$ cat config.mk
export PLATFORM = sky130hd
export DESIGN_NAME = rotate_arbiter_2ch
export DESIGN_NICKNAME = d
export VERILOG_FILES = /design/src/rtl/rotate_arbiter_2ch.sv
export SDC_FILE = /design/constraint.sdc
export NUM_CORES = 1
export LEC_CHECK = 0
export CAP_MARGIN = 25
export CORE_MARGIN = 2
export CORE_UTILIZATION = 30
export CTS_CLUSTER_DIAMETER = 60
export DETAILED_ROUTE_END_ITERATION = 8
export MAX_ROUTING_LAYER = met4
export SLEW_MARGIN = 10
export SYNTH_ARGS = -nofsm -noshare
export SYNTH_HDL_FRONTEND = slang
export SYNTH_SLANG_ARGS = --single-unit
export TNS_END_PERCENT = 50
$ cat constraint.sdc
create_clock -name clk -period 3.77 [get_ports clk]
set_clock_uncertainty 0.05 [all_clocks]
set_input_delay 1.131 -clock clk [delete_from_list [all_inputs] [get_ports clk]]
set_output_delay 1.131 -clock clk [all_outputs]
set_load 0.03 [all_outputs]
$ cat src/rtl/rotate_arbiter_2ch.sv
// rotate_arbiter_2ch
// Two-requester round-robin front end for a shared 16-bit right rotator.
// Accepts at most one job per cycle from two valid/ready ports, rotates the
// granted operand and registers the result into a single-entry output stage
// tagged with the requester ID.
//
// Ports
//   clk, reset                 : clock, synchronous active-high reset
//   req0_valid / req0_ready    : channel 0 handshake (ready is combinational)
//   req0_a, req0_amt           : channel 0 operand and rotate amount
//   req1_*                     : same for channel 1
//   out_valid / out_ready      : result handshake
//   out_y, out_id              : rotated result and issuing channel
//
// Optional feature: define ROTATE_LEFT_EN to add req0_dir / req1_dir.
// dir=1 requests a left rotate, implemented as a right rotate by (-amt) mod 16.
//
// state | meaning
// EMPTY | no result held, out_valid=0
// FULL  | result held in out_y/out_id, out_valid=1

module rotate_arbiter_2ch (
   input  logic        clk,
   input  logic        reset,
   input  logic        req0_valid,
   output logic        req0_ready,
   input  logic [15:0] req0_a,
   input  logic [3:0]  req0_amt,
`ifdef ROTATE_LEFT_EN
   input  logic        req0_dir,
`endif
   input  logic        req1_valid,
   output logic        req1_ready,
   input  logic [15:0] req1_a,
   input  logic [3:0]  req1_amt,
`ifdef ROTATE_LEFT_EN
   input  logic        req1_dir,
`endif
   output logic        out_valid,
   input  logic        out_ready,
   output logic [15:0] out_y,
   output logic        out_id
);

   typedef enum logic {EMPTY = 1'b0, FULL = 1'b1} state_t;

   state_t      state, state_nxt;
   logic        rr, rr_nxt;
   logic        can_accept;
   logic        grant0, grant1;
   logic [15:0] sel_a;
   logic [3:0]  sel_amt;
   logic [3:0]  rot_amt;
   logic [15:0] rot_y;
   logic [15:0] y_nxt;
   logic        id_nxt;

   // Grant and rotator operand selection
   always_comb begin
      can_accept = 1'b0;
      grant0     = 1'b0;
      grant1     = 1'b0;
      sel_a      = req0_a;
      sel_amt    = req0_amt;
      rot_amt    = req0_amt;
      rot_y      = 16'h0000;

      // Reset gates acceptance so a request held across reset is not acked.
      can_accept = !reset && ((state == EMPTY) || out_ready);
      grant0     = can_accept && req0_valid && (!req1_valid || (rr == 1'b0));
      grant1     = can_accept && req1_valid && (!req0_valid || (rr == 1'b1));

      if (grant1) begin
         sel_a   = req1_a;
         sel_amt = req1_amt;
      end

      rot_amt = sel_amt;
`ifdef ROTATE_LEFT_EN
      // Left rotate by amt equals right rotate by the 4-bit negation of amt.
      if ((grant1 && req1_dir) || (!grant1 && req0_dir))
         rot_amt = 4'd0 - sel_amt;
`endif
      // Shift by 16 on the left term yields zero, so amt=0 is a pass-through.
      rot_y = (sel_a >> rot_amt) | (sel_a << (5'd16 - {1'b0, rot_amt}));
   end

   assign req0_ready = grant0;
   assign req1_ready = grant1;
   assign out_valid  = (state == FULL);

   // Next state for the output stage and round-robin pointer
   always_comb begin
      state_nxt = state;
      rr_nxt    = rr;
      y_nxt     = out_y;
      id_nxt    = out_id;

      if (grant0 || grant1) begin
         state_nxt = FULL;
         y_nxt     = rot_y;
         id_nxt    = grant1;
         rr_nxt    = grant0;   // pointer moves to the channel that lost
      end else if ((state == FULL) && out_ready) begin
         state_nxt = EMPTY;    // drain only; y/id hold their last value
      end
   end

   always_ff @(posedge clk) begin
      if (reset) begin
         state  <= EMPTY;
         rr     <= 1'b0;
         out_y  <= 16'h0000;
         out_id <= 1'b0;
      end else begin
         state  <= state_nxt;
         rr     <= rr_nxt;
         out_y  <= y_nxt;
         out_id <= id_nxt;
      end
   end

endmodule
* Word level (Yosys, flattened, before mapping)
Index checks and enable logic that the tools add are counted.
Widths: inputs -> output; s select.
** Word-level totals
- Flip-flop bits (word level) :: 19
- Output and inout port bits :: 20
** Operators by class
- $add $sub $neg :: 1
- Shift operators :: 2
- Multiplexer cells :: 4
- Bitwise operators :: 3
- Reduce and logical (&&, ||, !) cells :: 14
** Operator list (count)
- $mux 16 :: 1
- $or 16x16->16 :: 1
- $shl 16x5->16 :: 1
- $shr 16x4->16 :: 1
- $logic_and 1x1->1 :: 6
- $sub 5x4->5 const A :: 1
- $logic_or 1x1->1 :: 4
- $mux 4 :: 1
- $logic_not 1->1 :: 3
- $mux 1 :: 2
- $not 1->1 :: 2
- $reduce_bool 2->1 :: 1

* Logic depth before layout (Yosys ltp)
- Depth in word-level cells :: 9
- Depth in mapped cells :: 11
- Mapped depth without buffers :: 7

* Worst setup path before layout
No wires, ideal clock.
- Path type :: input-to-output
- Start :: input reset
- End :: output req1_ready
- Arrival :: 2.528 ns
- Data required time :: 2.589 ns
- Setup slack :: 0.061 ns
- Cell stages on the path :: 7
- Path buffers :: 5
- Cell sequence :: buf_6 or4_4 buf_6 clkinv_4 buf_6 buf_2 buf_2
** On the way
- Cells in the longest elaborated chain, start to end :: 4
** Ends and longest elaborated chain
- start, declared :: RTL line 24 : input logic reset,
- $logic_not 1->1 :: RTL line 69 : can_accept = !reset && ((state == EMPTY) || out_ready);
- $logic_and 1x1->1 :: RTL line 69
- $logic_and 1x1->1 (2 in a row) :: RTL line 71 : grant1 = can_accept && req1_valid && (!req0_valid || (rr == 1'b1));
- end, declared :: RTL line 33 : output logic req1_ready,
No other way between the ends.

* Worst setup path in the final report
- Start :: input req1_valid
- End :: output req0_ready
** On the way
- Cells in the longest elaborated chain, start to end :: 3
** Ends and longest elaborated chain
- start, declared :: RTL line 32 : input logic req1_valid,
- $logic_not 1->1 :: RTL line 70 : grant0 = can_accept && req0_valid && (!req1_valid || (rr == 1'b0));
- $logic_or 1x1->1 :: RTL line 70
- $logic_and 1x1->1 :: RTL line 70
- end, declared :: RTL line 26 : output logic req0_ready,
No other way between the ends.

==> results.sh <==
export IMPL_tritoncts="done"
export IMPL_netlist_instances=431
export IMPL_drv_cap=0
export IMPL_yosys_area_top_type="mux2i_1"
export IMPL_ys_ff_latch=19
export IMPL_synth_edf_count=0
export IMPL_ys_seq_area_frac=0.1144
export IMPL_io_buffers=64
export IMPL_overflow=0
export IMPL_hold_class="reg2reg"
export IMPL_synthAdderAreaFrac=0
export IMPL_arrival_ns=2.55
export IMPL_cp_max_fo=3
export IMPL_dpl_cell_count=658
export IMPL_async_flop_share=0
export IMPL_nNetsFinal=570
export IMPL_synth_top_family_by_area="multiplexers"
export IMPL_io_pins=65
export IMPL_place_congestion=1.038
export IMPL_wirelength_um=14760
export IMPL_peakVddDrop_mv=0.1264
export IMPL_drive_above_1_share=0.2252
export IMPL_syn2layout_area_growth_pct=35.29
export IMPL_synth_compound_area_share=0.2287
export IMPL_cp_start_kind="input pin"
export IMPL_fin_util=0.4151
export IMPL_htree_levels=1
export IMPL_drv_slew=0
export IMPL_wire_per_inst_um=22.23
export IMPL_core_sq_um=10840
export IMPL_core_rowCount=38
export IMPL_clk_latency_ns=0.26
export IMPL_drc_errors=0
export IMPL_finalSetupViolCount=0
export IMPL_finalHoldViolCount=0
export IMPL_numCtsBuffers=3
export IMPL_crit_required_ns=2.59
export IMPL_fin_crit_sh=0.9893
export IMPL_synth_area_mux_share=0.3804
export IMPL_routed_via_density=5.873
export IMPL_grt_pass1_vias=3765
export IMPL_drt_pass1_iterations=5
export IMPL_timing_final_crit_period_ns=3.730
export IMPL_max_freq_mhz=268.1
export IMPL_power_density_nw_per_um2=238.1
export IMPL_synth_distinct_cells=57
export IMPL_start_util=0.3068
export IMPL_synth_area_top_cells="mux2i_1 23%, dfxtp_1 11%, mux4_2 7.4%"
export IMPL_worstSetupEndpointType="primary output"
export IMPL_track_usage=0.2609
export IMPL_clockBufferDepth=2
export IMPL_clockRootBuffer="clkbuf_8"
export IMPL_syn_avg_cell_area_sq_um=7.716
export IMPL_dpl_hpwl_um=12000
export IMPL_crit_type="in2out"
export IMPL_dieHeight_um=109.3
export IMPL_drt_initial_drc_count=329
export IMPL_synth_simple_area_share=0.2114
export IMPL_diodes=0
export IMPL_num_vias=3900
export IMPL_clkTransAtPathRegs_ns=0.07
export IMPL_hold_buffers=0
export IMPL_fp_dieW_um=109.3
export IMPL_slew_headroom=0.4280
export IMPL_tightest_slew_ns=0.8363
export IMPL_leakagePower_nw=1.849
export IMPL_yosys_area_top_type_share=0.2348
export IMPL_yosys_warnings=0
export IMPL_postCtsResizedCells=0
export IMPL_grt_antenna_before_repair=0
export IMPL_ys_flop_type="dfxtp_1"
export IMPL_cts_sinks=19
export IMPL_dieArea_sq_um=11940
export IMPL_syn_nets=476
export IMPL_grt_max_degree=31
export IMPL_synthesis_area_sq_um=3326
export IMPL_yosys_area_share_xor_xnor=0
export IMPL_status="completed"
export IMPL_layoutNonFillerInstCount=664
export IMPL_grt_pass1_wl_um=22630
export IMPL_final_antenna_net_count=0
## cell usage after synthesis (11+ instances only)
cell type and n:
mux4_2 11, clkbuf_1 18, buf_2 16, nand2_1 29, a21oi_1 21, dfxtp_1 19
mux2_2 21, nand3_1 16, mux2i_1 78, nor3_1 24, nor2_1 45, o21ai_0 29
## layer usage
layer / up-vias / routed length [um] / global-route usage
met2: 165 / 6696 / 0.4095
met3: 31 / 1066 / 0.04090
li1: 1847 / - / -
met5: - / 0 / -
met4: 0 / 442 / 0.06962
met1: 1857 / 6557 / 0.3506
## state kept, by name (all words and copies together), names as in the netlist
name       cells
out_y         16
out_id         1
out_valid      1
rr             1
## stage by stage
stage	hold WS (ns)	total power, W	instance area [sq um]	setup TNS [ns]	worst slack, ns
after global placement	0.4077	0.0009156	4439	-0.02166	-0.02166
after global routing	0.4471	0.001134	4499	-0.003674	-0.003674
after detailed placement	0.4078	0.0009148	4439	-0.05666	-0.05666
after CTS	0.4182	0.001065	4492	0	0.007729
after floorplan	0.4117	0.0006133	3326	0	0.06055
final	0.4151	0.001071	4499	0	0.04034
## cell type report
class                   instances  area (sq um)
clock buffers                   4         45.04
fillers                      1136          6341
inverters                       5         23.77
multi-input cells             367          2734
flip-flops and latches         19         380.4
well taps                     140         175.2
repair buffers                129          1141
## cell usage in the layout (no fill, tap or decap), types with 11 or more instances in the layout
cell type | synthesis | final
a21oi_1 | 21 | 21
buf_4 | 0 | 64
clkdlybuf4s50_1 | 0 | 58
dfxtp_1 | 19 | 19
mux2_2 | 21 | 21
mux2i_1 | 78 | 78
mux4_2 | 11 | 11
nand2_1 | 29 | 29
nand3_1 | 16 | 16
nor2_1 | 45 | 45
nor3_1 | 24 | 23
o21ai_0 | 29 | 29
## power breakdown
group,leakage [nW],internal (W),switching (W),total (W)
Sequential,0.158,0.000225,0.0000132,0.000239
Combinational,1.67,0.000303,0.000380,0.000683
Clock,0.0228,0.0000754,0.0000737,0.000149
## critical path, cell delays in order
cell	delay, ns
clkdlybuf4s50_1	0.48
inv_1	0.06
or4_4	0.55
clkinv_4	0.07
nor2_1	0.08
buf_4	0.17
## kinds of logic (layout without fill, tap and decap cells)
logic type	after synthesis	after routing
flops	19	19
mux	110	110
buf+inv	45	138
compound gates	111	111
simple gates	146	146
## worst paths after layout
check / startpoint / depth (start not counted) / to / slack (ns)
max reg2reg: out_valid / 10 / out_y[13] / 1.18
max: req1_valid / 6 / req0_ready / 0.04
min: out_y[5] / 2 / out_y[5] / 0.42
min reg2reg: out_y[5] / 2 / out_y[5] / 0.42
## repair_timing
action | 4_1_cts | 5_1_grt
buffers inserted | 1 | 1
endpoints found under the setup margin | 1 | 1
gates cloned | 0 | 0
pin swaps | 1 | 1
hold endpoints to repair | 0 | 0
Power figures use the tool's default switching activity.
